===== src/rtl/rvfi_monitor.sv =====
// rtl/rvfi_monitor.sv - RVFI commit-stream checker with sticky first-error code
module rvfi_monitor (
  input  logic        clock,
  input  logic        reset,
  input  logic        rvfi_valid,
  input  logic [63:0] rvfi_order,
  input  logic [31:0] rvfi_insn,
  input  logic        rvfi_trap,
  input  logic        rvfi_halt,
  input  logic        rvfi_intr,
  input  logic [1:0]  rvfi_mode,
  input  logic [4:0]  rvfi_rs1_addr,
  input  logic [4:0]  rvfi_rs2_addr,
  input  logic [31:0] rvfi_rs1_rdata,
  input  logic [31:0] rvfi_rs2_rdata,
  input  logic [4:0]  rvfi_rd_addr,
  input  logic [31:0] rvfi_rd_wdata,
  input  logic [31:0] rvfi_pc_rdata,
  input  logic [31:0] rvfi_pc_wdata,
  input  logic [31:0] rvfi_mem_addr,
  input  logic [3:0]  rvfi_mem_rmask,
  input  logic [3:0]  rvfi_mem_wmask,
  input  logic [31:0] rvfi_mem_rdata,
  input  logic [31:0] rvfi_mem_wdata,
  input  logic        rvfi_mem_extamo,
  output logic [15:0] errcode
);

  logic [63:0] order_q, order_d;
  logic [31:0] pc_q, pc_d;
  logic        pc_valid_q, pc_valid_d;
  logic [31:0] shadow_q [32];
  logic [31:0] shadow_d [32];
  logic [31:0] shadow_valid_q, shadow_valid_d;
  logic [15:0] errcode_q, errcode_d;
  logic [15:0] code;
  logic        any_mask;

  // Fields carried on the interface but deliberately not checked.
  logic unused_inputs;
  assign unused_inputs = ^{rvfi_insn, rvfi_trap, rvfi_halt, rvfi_mode,
                           rvfi_mem_rdata, rvfi_mem_wdata, rvfi_mem_addr[31:2]};

  function automatic logic mask_legal(input logic [3:0] m);
    case (m)
      4'b0001, 4'b0010, 4'b0100, 4'b1000,
      4'b0011, 4'b1100, 4'b1111: return 1'b1;
      default:                   return 1'b0;
    endcase
  endfunction

  assign any_mask = (rvfi_mem_rmask != 4'b0) || (rvfi_mem_wmask != 4'b0);

  // Evaluate all checks against pre-update state; lowest failing code wins.
  always_comb begin
    code = 16'd0;
    if (rvfi_order != order_q)
      code = 16'd101;
    else if (pc_valid_q && !rvfi_intr && (rvfi_pc_rdata != pc_q))
      code = 16'd102;
    else if ((rvfi_rd_addr == 5'd0) && (rvfi_rd_wdata != 32'd0))
      code = 16'd103;
    else if ((rvfi_rs1_addr != 5'd0) && shadow_valid_q[rvfi_rs1_addr] &&
             (rvfi_rs1_rdata != shadow_q[rvfi_rs1_addr]))
      code = 16'd104;
    else if ((rvfi_rs2_addr != 5'd0) && shadow_valid_q[rvfi_rs2_addr] &&
             (rvfi_rs2_rdata != shadow_q[rvfi_rs2_addr]))
      code = 16'd105;
    else if ((rvfi_rs1_addr == 5'd0) && (rvfi_rs1_rdata != 32'd0))
      code = 16'd106;
    else if ((rvfi_rs2_addr == 5'd0) && (rvfi_rs2_rdata != 32'd0))
      code = 16'd107;
    else if ((rvfi_mem_rmask != 4'b0) && (rvfi_mem_wmask != 4'b0) && !rvfi_mem_extamo)
      code = 16'd108;
    else if (((rvfi_mem_rmask != 4'b0) && !mask_legal(rvfi_mem_rmask)) ||
             ((rvfi_mem_wmask != 4'b0) && !mask_legal(rvfi_mem_wmask)) ||
             (any_mask && (rvfi_mem_addr[1:0] != 2'b00)))
      code = 16'd109;
    else if ((rvfi_pc_rdata[1:0] != 2'b00) && (rvfi_pc_wdata[1:0] != 2'b00))
      code = 16'd110;
  end

  // Next-state: advance order, PC and shadow registers on every valid packet.
  always_comb begin
    order_d        = order_q;
    pc_d           = pc_q;
    pc_valid_d     = pc_valid_q;
    shadow_d       = shadow_q;
    shadow_valid_d = shadow_valid_q;
    errcode_d      = errcode_q;
    if (rvfi_valid) begin
      order_d    = order_q + 64'd1;
      pc_d       = rvfi_pc_wdata;
      pc_valid_d = 1'b1;
      if (rvfi_rd_addr != 5'd0) begin
        shadow_d[rvfi_rd_addr]       = rvfi_rd_wdata;
        shadow_valid_d[rvfi_rd_addr] = 1'b1;
      end
      if (errcode_q == 16'd0)
        errcode_d = code;
    end
  end

  // State registers; shadow data need no reset because their valid bits do.
  always_ff @(posedge clock) begin
    if (reset) begin
      order_q        <= 64'd0;
      pc_q           <= 32'd0;
      pc_valid_q     <= 1'b0;
      shadow_valid_q <= 32'd0;
      errcode_q      <= 16'd0;
    end else begin
      order_q        <= order_d;
      pc_q           <= pc_d;
      pc_valid_q     <= pc_valid_d;
      shadow_q       <= shadow_d;
      shadow_valid_q <= shadow_valid_d;
      errcode_q      <= errcode_d;
    end
  end

  assign errcode = errcode_q;

endmodule


===== config.mk =====
export PLATFORM = sky130hd
export DESIGN_NAME = rvfi_monitor
export DESIGN_NICKNAME = d
export VERILOG_FILES = /design/src/rtl/rvfi_monitor.sv
export SDC_FILE = /design/constraint.sdc
export NUM_CORES = 2
export LEC_CHECK = 0
export BUFFER_PORTS_ARGS = -buffer_cell sky130_fd_sc_hd__buf_4
export CAP_MARGIN = 20
export CORE_MARGIN = 4
export CORE_UTILIZATION = 45
export CTS_CLUSTER_SIZE = 16
export DETAILED_ROUTE_END_ITERATION = 12
export SETUP_SLACK_MARGIN = 0.4
export SYNTH_ARGS = -nofsm -noshare
export SYNTH_HDL_FRONTEND = slang
export SYNTH_SLANG_ARGS = --single-unit

===== constraint.sdc =====
create_clock -name clock -period 4.1 [get_ports clock]
set_clock_uncertainty 0.2 [all_clocks]
set_input_delay 0.82 -clock clock [delete_from_list [all_inputs] [get_ports clock]]
set_output_delay 0.82 -clock clock [all_outputs]
set_load 0.02 [all_outputs]

-- After elaboration in Yosys (flattened, before gate mapping)
Index checks and enable logic that the tools add are counted.
- register bits: 1169
- input bits: 384
- logic and storage cells: 156
- add/sub/neg operators: 1
- magnitude comparators: 8
- equal/unequal tests: 18
- multiplexer cells: 43
- bitwise operators: 5
- reduce and logical (&&, ||, !) cells: 44
- operators by type and width (cell ; count):
    $bwmux W1024 ; 1
    $bmux W32 S5 ; 2
    $demux W32 S5 ; 1
    $mux W32 ; 5
    $ne A32 B32 Y1 ; 3
    $reduce_bool A32 Y1 ; 3
    $mux W7 ; 10
    $add A64 B1 Y64 const B ; 1
    $ne A64 B64 Y1 ; 1
    $or A32 B32 Y32 ; 1
    $eq A4 B4 Y1 const B ; 6
    $mux W1 ; 21
    $ge A6 B6 Y1 const B ; 3
    $lt A5 B6 Y1 const B ; 3
    $not A5 Y6 ; 3
    $logic_and A1 B1 Y1 ; 17
    $eq A4 B2 Y1 const B ; 4
    $logic_not A16 Y1 ; 1
    $logic_not A5 Y1 ; 3
    $reduce_bool A5 Y1 ; 3
    $reduce_or A7 Y1 ; 2
    $bmux W1 S5 ; 2
    $eq A4 B1 Y1 const B ; 2
    $eq A4 B3 Y1 const B ; 2
    other kinds (10) ; 19

-- Longest topological paths before layout
- word-level depth: 24
- depth in mapped cells: 17
- mapped depth without buffers: 11

-- Worst setup path before layout
OpenSTA, ideal clock, no wires.
- path type: in2reg
- from: in rvfi_rs2_addr[0]
- to: reg errcode_q[2] (netlist: errcode[2])
- arrival time: 3.720 ns
- required time: 3.830 ns
- slack: 0.109 ns
- stages: 11
- path buffers: 5
- cells stage by stage: buf_6 > buf_8 > buf_6 > buf_2 > buf_2 > mux4_2 > mux4_2 > mux2i_1 > o21ai_1 > or4b_1 > a21oi_1
- longest elaborated chain between the ends: 11
- elaborated cells on any way between the ends: 19
- classes of those cells: eq/ne: 1; mux: 12; bitwise: 1; reduce/logical: 5
- ends and longest elaborated chain (what ; RTL line ; RTL):
    start, declared ; 13 ; input logic [4:0] rvfi_rs2_addr,
    $not A5 Y6 (not written as such) ; 67 ; (rvfi_rs2_rdata != shadow_q[rvfi_rs2_addr]))
    $bmux W32 S5 ; 67 ;
    $mux W32 (not written as such) (2 in series) ; 67 ;
    $ne A32 B32 Y1 ; 67 ;
    $logic_and A1 B1 Y1 ; 66 ; else if ((rvfi_rs2_addr != 5'd0) && shadow_valid_q[rvfi_rs2_addr] &&
    $mux W7 * ; 66 ;
    $mux W7 * ; 63 ; else if ((rvfi_rs1_addr != 5'd0) && shadow_valid_q[rvfi_rs1_addr] &&
    $mux W7 * ; 61 ; else if ((rvfi_rd_addr == 5'd0) && (rvfi_rd_wdata != 32'd0))
    $mux W7 * ; 59 ; else if (pc_valid_q && !rvfi_intr && (rvfi_pc_rdata != pc_q))
    $mux W7 * ; 57 ; if (rvfi_order != order_q)
    end signal, assigned ; 118 ; errcode_q <= errcode_d;
    end, declared ; 35 ; logic [15:0] errcode_q, errcode_d;
Mark *: on every way between the ends. The rest lies on a longest branch, timed or not. The select of a mux whose other input is x is not followed.
A chain may end at the register's enable or synchronous reset.

-- Final worst setup path
- from: in rvfi_rs1_addr[1]
- to: reg errcode_q[2] (netlist: errcode[2])
- longest elaborated chain between the ends: 10
- elaborated cells on any way between the ends: 18
- classes of those cells: eq/ne: 1; mux: 11; bitwise: 1; reduce/logical: 5
- ends and longest elaborated chain (what ; RTL line ; RTL):
    start, declared ; 12 ; input logic [4:0] rvfi_rs1_addr,
    $not A5 Y6 (not written as such) ; 64 ; (rvfi_rs1_rdata != shadow_q[rvfi_rs1_addr]))
    $bmux W32 S5 ; 64 ;
    $mux W32 (not written as such) (2 in series) ; 64 ;
    $ne A32 B32 Y1 ; 64 ;
    $logic_and A1 B1 Y1 ; 63 ;
    $mux W7 * ; 63 ;
    $mux W7 * ; 61 ;
    $mux W7 * ; 59 ;
    $mux W7 * ; 57 ;
Marked as above.

==> impl_metrics.json <==
{
  "outcome": "finished, final reports clean",
  "num_vias": 38355,
  "htree_levels": 3,
  "antenna_found_initial": 7,
  "crit_required_ns": 4.56,
  "tightest_slew_ns": 1.05,
  "cts_made_buffers": 121,
  "hold_violations": 0,
  "r2r_cells": 14,
  "first_global_vias": 37034,
  "criticalPathCategory": "primary input to flip-flop",
  "critPathArrivalTime_ns": 4.46,
  "syn_to_final_growth_pct": 21.8,
  "pin_count": 400,
  "dr.pass1.iters": 6,
  "dp_cells": 5660,
  "nets": 4572,
  "synth_area_um2": 55800,
  "seq_area_frac_synth": 0.599,
  "cap_viol_max_count": 0,
  "synthDistinctLibCells": 72,
  "finalMaxSlewViolations": 0,
  "fmax_ghz": 0.250,
  "cp_max_fo": 23,
  "start_util": 0.456,
  "cts_sinks": 1157,
  "wl_per_cell_um": 33.9,
  "fp-row-count": 128,
  "grt_max_degree": 94,
  "die_y_um": 360,
  "synth_largest_area_cell": "edfxtp_1",
  "drt_iter0_markers": 5194,
  "fin_cells": 5918,
  "grt_use_total": 0.301,
  "p_per_area_nw_per_um2": 393,
  "clk_pin_slew_ns": 0.06,
  "post-dp-hpwl_mm": 132,
  "insertion_delay_ns": 0.73,
  "synth_top_flop_cell": "edfxtp_1",
  "min_period_ns": 4.00,
  "synth_edf_count": 1024,
  "power_leakage_nw": 24.4,
  "clock_path_buffers": 3,
  "ant_nets": 0,
  "rsz0062_at_grt": "yes",
  "fin_crit_sh": 0.975,
  "synthArstFlopShare": 0,
  "critPathLaunchType": "primary input",
  "grt_pass1_wl_mm": 278,
  "syn_inst": 3507,
  "routed_wl_mm": 201,
  "irDropWorstVdd_mv": 0.361,
  "slew_headroom": 0.301,
  "portBuffers": 259,
  "die_width_um": 360,
  "core_um2": 122000,
  "synth-seq-cells": 1157,
  "yosysTopAreaCellShare": 0.552,
  "clockRootBuffer": "clkbuf_16",
  "utilization": 0.555,
  "netlist_top_cells_area": "edfxtp_1, mux4_2, mux2i_1",
  "end_kind": "flip-flop",
  "final_common_cell": "edfxtp_1",
  "grt_overflow": 0,
  "min_path_cells": 3,
  "via_per_inst": 6.48,
  "hold_path_class": "primary input to flip-flop",
  "mostFrequentLayoutCells": "edfxtp_1, buf_4, mux2i_1, mux4_2, a22oi_1",
  "layout-drive-gt1-share": 0.317,
  "avgSynthCellArea_um2": 15.9,
  "setup_viol": 0,
  "cts_tree": "yes",
  "yosysWarnings": 0,
  "drc": 0,
  "dieArea_um2": 130000,
  "place_congestion": 0.961
}
-- logic make-up (layout without fill, tap and decap cells) --
group / Yosys count / after routing / share of synthesized area
and+or+nand+nor: 564 / 564 / 0.0505
muxes: 862 / 862 / 0.230
adders and majority gates: 1 / 1 / 0.000224
buffers and inverters: 257 / 998 / 0.0290
AOI/OAI and AO/OA: 470 / 470 / 0.0599
other: 1 / 46 / 0.0000673
DFF: 1157 / 1157 / 0.599
xor gates and xnor gates: 195 / 195 / 0.0306
-- where the power goes --
part           leakage [nW]  switching (W)  total [W]  internal (W)
combinational          12.2        0.00172    0.00312       0.00139
sequential             10.3      0.0000664     0.0130        0.0129
clock                  1.83        0.00461     0.0106       0.00596
total                  24.4        0.00640     0.0267        0.0203
-- registers in the layout (all words and copies together), names as in the netlist --
register and flops:
pc_valid_q 1, shadow_q 1024, errcode 5, pc_q 32, shadow_valid_q 31, order_q 64
-- final cells by class --
class	instances	area, µm²
inverter	17	63.8
timing repair buffer	756	7240
fill	9851	54400
sequential	1157	33400
clock buffer	157	3270
antenna	4	10.0
tap	1625	2030
clock inverter	68	485
multi-input combinational	2134	21400
-- Yosys cell counts (19+ instances only) --
| master | number |
|---|---|
| a21oi_1 | 61 |
| nor2_1 | 168 |
| buf_4 | 46 |
| mux4_2 | 329 |
| nor4_1 | 46 |
| or3_1 | 20 |
| dfxtp_1 | 133 |
| xnor2_1 | 101 |
| clkbuf_1 | 79 |
| a21o_1 | 31 |
| a221oi_1 | 52 |
| nand4_1 | 64 |
| o22ai_1 | 23 |
| buf_6 | 28 |
| nor3_1 | 19 |
| a22o_1 | 21 |
| mux2i_1 | 510 |
| xor2_1 | 94 |
| nand3_1 | 69 |
| edfxtp_1 | 1024 |
| buf_2 | 48 |
| nor2b_1 | 20 |
| buf_1 | 24 |
| a22oi_1 | 157 |
| o21ai_0 | 55 |
| nand2_1 | 96 |
-- timing repair --
action / CTS / global route
setup buffers: 22 / 2
resized for setup: 62 / 17
hold buffers: 0 / 0
pin swaps: 17 / 13
setup endpoints to repair: 5 / 6
gates cloned: 3 / 2
-- metrics by stage --
step                      total power (W)  worst slack (ns)  hold slack, ns  area, µm²  setup TNS (ns)
after floorplan                    0.0147             0.241           0.227      56100               0
after global placement             0.0162            -0.918           0.239      63400           -4.01
after detailed placement           0.0162            -0.879           0.254      63400           -3.86
after CTS                          0.0267             0.237          0.0891      67800               0
after global routing               0.0275            0.0590           0.108      67900               0
final                              0.0267             0.102           0.128      67900               0
-- path summary, 6_finish.rpt --
kind,startpoint,endpoint,slack [ns]
worst max-delay path,rvfi_rs1_addr[1],errcode[2]$_SDFFE_PP0P_,0.10
worst max register to register,shadow_q[75]$_DFFE_PP_,errcode[2]$_SDFFE_PP0P_,0.17
worst min register to register,pc_valid_q$_SDFFE_PP0P_,pc_valid_q$_SDFFE_PP0P_,0.27
worst min-delay path,rvfi_pc_wdata[3],pc_q[3]$_SDFFE_PP0P_,0.13
-- critical path: stages --
cell,delay [ns]
buf_6,0.17
buf_12,0.18
buf_4,0.16
nor2b_4,0.19
buf_12,0.24
buf_4,0.17
a22oi_1,0.07
nand3_1,0.11
nand4_1,0.23
xnor2_1,0.23
nand4b_1,0.44
nor4_4,0.42
a31o_4,0.28
o21ai_2,0.08
or4b_4,0.48
a21oi_2,0.13
-- layer usage --
layer	share of wire	track usage	wire, µm	vias to the layer above
met5	0.00033	0	67	-
met2	0.45	0.459	90200	2482
met1	0.39	0.415	77500	19803
met4	0.042	0.110	8350	4
met3	0.12	0.0841	24600	431
li1	-	-	-	15635
Power figures use the tool's default switching activity.
